**src/rtl/vend_multi.sv**
```systemverilog
// vend_multi: multi-product token vending FSM with saturating credit, refund, auto-refund timeout and change handshake.
module vend_multi #(
  parameter int NUM_PRODUCTS = 4,
  parameter int TOKEN_W = 8,
  parameter int PRICE_W = 4,
  parameter logic [NUM_PRODUCTS*PRICE_W-1:0] PRICES = {4'd4, 4'd3, 4'd2, 4'd1},
  parameter int MAX_CREDIT = 15,
  parameter int TIMEOUT_CYCLES = 1000,
  parameter int SEL_W = $clog2(NUM_PRODUCTS)
) (
  input  logic                    clk,
  input  logic                    reset,
  input  logic                    token_in,
  input  logic [NUM_PRODUCTS-1:0] button,
  input  logic                    button_refund,
  input  logic                    dispense_done,
  output logic                    dispense,
  output logic [SEL_W-1:0]        product_sel,
  output logic [TOKEN_W-1:0]      credit,
  output logic                    change_valid,
  output logic [TOKEN_W-1:0]      change_tokens,
  output logic                    token_reject,
  output logic                    insufficient
);
  localparam int CNT_W = $clog2(TIMEOUT_CYCLES) + 1;
  localparam logic [TOKEN_W-1:0] MAX_C = TOKEN_W'(MAX_CREDIT);
  localparam logic [CNT_W-1:0] TO_LAST = CNT_W'(TIMEOUT_CYCLES - 1);
  typedef enum logic [1:0] {IDLE, CREDIT, DISPENSE, CHANGE} state_t;
  state_t state;
  logic [CNT_W-1:0] cnt, cnt_nxt;
  logic any_btn, tok_ok, idle_c, at_max;
  logic [SEL_W-1:0] sel;
  logic [TOKEN_W-1:0] price, credit_tok;
  // Lowest-index pressed button wins.
  always_comb begin
    sel = '0;
    price = '0;
    any_btn = 1'b0;
    for (int i = NUM_PRODUCTS - 1; i >= 0; i--) begin
      if (button[i]) begin
        sel = SEL_W'(i);
        price = TOKEN_W'(PRICES[i*PRICE_W +: PRICE_W]);
        any_btn = 1'b1;
      end
    end
  end
  assign at_max = credit == MAX_C;
  assign tok_ok = token_in && !at_max;
  assign credit_tok = credit + TOKEN_W'(tok_ok);
  assign idle_c = !token_in && !any_btn && !button_refund;
  assign cnt_nxt = cnt + CNT_W'(1);
  always_ff @(posedge clk or negedge reset) begin
    if (!reset) begin
      state <= IDLE;
      cnt <= '0;
      dispense <= 1'b0;
      product_sel <= '0;
      credit <= '0;
      change_valid <= 1'b0;
      change_tokens <= '0;
      token_reject <= 1'b0;
      insufficient <= 1'b0;
    end else begin
      token_reject <= 1'b0;
      insufficient <= 1'b0;
      change_valid <= 1'b0;
      change_tokens <= '0;
      case (state)
        IDLE: if (token_in) begin
          credit <= TOKEN_W'(1);
          cnt <= '0;
          state <= CREDIT;
        end
        CREDIT: begin
          token_reject <= token_in && at_max;
          cnt <= idle_c ? cnt_nxt : '0;
          if (button_refund || (idle_c && cnt_nxt == TO_LAST)) begin
            change_valid <= 1'b1;
            change_tokens <= credit_tok;
            credit <= '0;
            cnt <= '0;
            state <= CHANGE;
          end else if (any_btn && price <= credit) begin
            product_sel <= sel;
            dispense <= 1'b1;
            credit <= credit_tok - price;
            cnt <= '0;
            state <= DISPENSE;
          end else begin
            insufficient <= any_btn;
            credit <= credit_tok;
          end
        end
        DISPENSE: begin
          token_reject <= token_in;
          if (dispense_done) begin
            dispense <= 1'b0;
            change_valid <= credit != '0;
            change_tokens <= credit;
            credit <= '0;
            state <= credit != '0 ? CHANGE : IDLE;
          end
        end
        default: begin
          token_reject <= token_in;
          state <= IDLE;
        end
      endcase
    end
  end
endmodule

```
**config.mk**
```make
export PLATFORM = sky130hd
export DESIGN_NAME = vend_multi
export DESIGN_NICKNAME = d
export VERILOG_FILES = /design/src/rtl/vend_multi.sv
export SDC_FILE = /design/constraint.sdc
export NUM_CORES = 1
export LEC_CHECK = 0
export CAP_MARGIN = 30
export CORE_ASPECT_RATIO = 0.5
export CORE_MARGIN = 4
export CORE_UTILIZATION = 58
export CTS_BUF_LIST = sky130_fd_sc_hd__clkbuf_2
export DETAILED_ROUTE_END_ITERATION = 12
export PLACE_DENSITY = 0.82
export SLEW_MARGIN = 20
export SYNTH_ARGS = -nofsm -noshare
export SYNTH_HDL_FRONTEND = slang
export SYNTH_SLANG_ARGS = --single-unit
```
**constraint.sdc**
```tcl
create_clock -name clk -period 4.45 [get_ports clk]
set_clock_uncertainty 0.1 [all_clocks]
set_input_delay 0.6675 -clock clk [delete_from_list [all_inputs] [get_ports clk]]
set_output_delay 0.6675 -clock clk [all_outputs]
set_load 0.1 [all_outputs]
```
==> impl_metrics.csv <==
group,metric,value,unit
status,run_status,"complete, no violations",
final_layout,drive_gt1_frac,0.0988,
worst_setup_path,crit_top_cell,"ha_1",
clock_tree,numCtsBuffers,5,
worst_setup_path,slowest_stage,"or4b_2",
synthesis,yosysSeqAreaShare,0.325,
clock_tree,clk_latency,0.41,ns
floorplan,coreArea,4450,µm²
floorplan,rows,17,
detailed_routing,drc_errors,0,
synthesis,synth_top_area_cell,"dfrtp_1",
sta,worst_slew_pin_slew,0.983,ns
clock_tree,cts.htree.levels,2,
clock_tree,cts_setup_buffers,0,
sta,tns,0,ns
min_path,min_path_type,"input pin to async pin",
worst_setup_path,crit_path_start_kind,"flip-flop",
synthesis,synthFlopType,"dfrtp_1",
global_routing,grt_max_degree,36,
worst_setup_path,critPathKind,"flip-flop to flip-flop",
sta,rsz0062_at_grt,"false",
final_layout,area_growth,12.3,%
global_routing,antenna_found_initial,0,
detailed_routing,topRoutingLayerUsed,"met4",
worst_setup_path,arrival,4.30,ns
global_routing,grt_overflow,0,
synthesis,syn_area,2700,µm²
detailed_routing,met3_length,462,µm
power_and_ir_drop,power_frac_clock,0.075,
worst_setup_path,path_cells,"or4_1, o21a_1, ha_1, ha_1, xor2_1, ha_1, o21ai_0, or4b_2, nor3_1, o211ai_1, a22oi_1",
worst_setup_path,worst_ep_required_time,4.71,ns
floorplan,die_h,56.2,µm
sta,fmax,247,MHz
detailed_routing,ant_nets,0,
power_and_ir_drop,seqPwrFrac,0.231,
final_layout,nNetsFinal,358,
synthesis,netlist-cell-type-count,68,
job,cap_violations,0,
floorplan,die_area,5870,µm²
power_and_ir_drop,combPwrFrac,0.694,
synthesis,synth_fp_nets,336,
final_layout,antenna_cells,0,
synthesis,ys_top_cells_by_count,"35 x dfrtp_1, 35 x nand2_1, 19 x inv_1",
global_routing,grt_pass1_vias,2454,
final_layout,final_util,0.682,
power_and_ir_drop,p_total,1920,µW
synthesis,synth_seq_cells,35,
sta,fin_crit,4.04,ns
global_routing,grt_first_pass_wirelength,11600,µm
detailed_routing,avgViaCountPerCell,6.47,
clock_tree,cts_max_path_buffers,2,
synthesis,ys_top_cells_by_area,"dfrtp_1 32%, ha_1 6.5%, nand2_1 4.9%, o21ai_0 3.0%, inv_1 2.6%",
place,io_buffer_count,30,
sta,report.final.slew_viol_count,0,
synthesis,avgSynthCellArea,8.65,µm²
global_routing,grtUsageTotal,0.244,
power_and_ir_drop,power_switching,1110,µW
synthesis,async_flop_share,1.00,
floorplan,ios,31,
worst_setup_path,critPathTopFamily,"simple AND/OR/NAND/NOR gates",
clock_tree,cts_tree,"built",
power_and_ir_drop,peakVddDrop,0.000456,V
place,dp_hpwl,4880,µm
floorplan,start_util,0.607,
sta,setup_viol_count_final,0,
detailed_routing,drt_iter0_markers,246,
worst_setup_path,cp_num_buf_inv,0,
worst_setup_path,slowest_delay,0.66,ns
power_and_ir_drop,switching_share,0.581,
sta,whs,0.222,ns
power_and_ir_drop,p_int,803,µW
power_and_ir_drop,p_leak,0.00125,µW
worst_setup_path,path_max_fanout,12,
synthesis,syn_inst,312,
floorplan,die-width,104,µm
detailed_routing,avgRoutedWirePerCell,17.6,µm
sta,slew-limit-headroom,0.343,
place,gp_congestion,0.922,
detailed_routing,met2_length,3220,µm
synthesis,yosysTopAreaCellShare,0.325,
clock_tree,holdBufCountCts,0,
worst_setup_path,cp-end-kind,"flip-flop",
detailed_routing,wirelength_met1,3090,µm
synthesis,ys_warn_count,0,
clock_tree,clk_pin_slew,0.20,ns
clock_tree,clock_sinks,35,
detailed_routing,dr.pass1.iters,4,
clock_tree,post_cts_resized,0,
detailed_routing,vias,2531,
sta,hold_viol,0,
synthesis,synth-edff-count,0,
detailed_routing,routed_wl,6890,µm
sta,fin_crit_sh,0.908,
clock_tree,clockRootBuffer,"clkbuf_2",
power_and_ir_drop,p_per_area,632,nW/µm²
-- per-layer routing --
| metal | GRT usage | up-vias |
|---|---|---|
| li1 | - | 1195 |
| met1 | 0.334 | 1226 |
| met2 | 0.392 | 94 |
| met3 | 0.0429 | 16 |
| met4 | 0.0814 | 0 |
| met5 | 0 | - |
-- worst paths after layout --
kind                            depth (start not counted)  slack (ns)      startpoint               end
worst min register to register                          1        0.42  product_sel[0]    product_sel[0]
min in group clk                                        1        0.42  product_sel[0]    product_sel[0]
max in group asynchronous                               1        3.48           reset  change_tokens[1]
worst max register to register                         11        0.41       credit[5]         credit[7]
worst min-delay path                                    1        0.22           reset         credit[5]
worst max-delay path                                   11        0.41       credit[5]         credit[7]
-- cell families after synthesis --
group	count (synthesis)	share of synthesized area
and+or+nand+nor	126	0.261
AOI/OAI and AO/OA	84	0.230
buffers and inverters	39	0.0658
DFF	35	0.325
adders and majority gates	15	0.0723
xor gates and xnor gates	8	0.0260
muxes	5	0.0199
-- sequential cells by signal, summed over array words and instances (netlist names) --
signal and flops:
cnt 11, change_tokens 8, credit 8, product_sel 2, state 2, change_valid 1, dispense 1, insufficient 1
token_reject 1
-- stage by stage --
| stage | instance area (µm²) | setup slack [ns] | instances |
|---|---|---|---|
| 4_1_cts | 3030 | 0.480 | 391 |
| 3_3_place_gp | 3000 | 0.603 | 384 |
| 6_report | 3030 | 0.407 | 391 |
| 2_1_floorplan | 2700 | 0.245 | 312 |
| 5_1_grt | 3030 | 0.253 | 391 |
| 3_5_place_dp | 3000 | 0.389 | 384 |
-- cell type report --
type / instances / area [µm²]
fillers: 378 / 1420
flip-flops and latches: 35 / 876
repair buffers: 35 / 333
well taps: 57 / 71.3
multi-input cells: 238 / 1650
clock buffers: 5 / 25.0
inverters: 19 / 71.3
clock inverters: 2 / 8.76
-- power groups by stage --
| stage | logic (µW) | registers (µW) | clock network [µW] |
|---|---|---|---|
| 2_1_floorplan | 664 | 788 | 0 |
| 3_3_place_gp | 1280 | 446 | 0 |
| 3_5_place_dp | 1300 | 448 | 0 |
| 4_1_cts | 1310 | 442 | 145 |
| 5_1_grt | 1420 | 455 | 162 |
| 6_report | 1330 | 443 | 144 |
-- placed cells by master (no fill, tap or decap), drive strengths merged, types with 7 or more instances in the layout --
cell / netlist / layout
a21oi: 8 / 8
a31oi: 7 / 7
and3: 8 / 8
clkdlybuf4s50: 0 / 29
dfrtp: 35 / 35
ha: 14 / 14
inv: 19 / 19
nand2: 35 / 35
nand3: 14 / 14
nor2: 14 / 14
nor3: 11 / 11
o21ai: 18 / 18
Note: power is estimated with default switching activity, not from simulation.
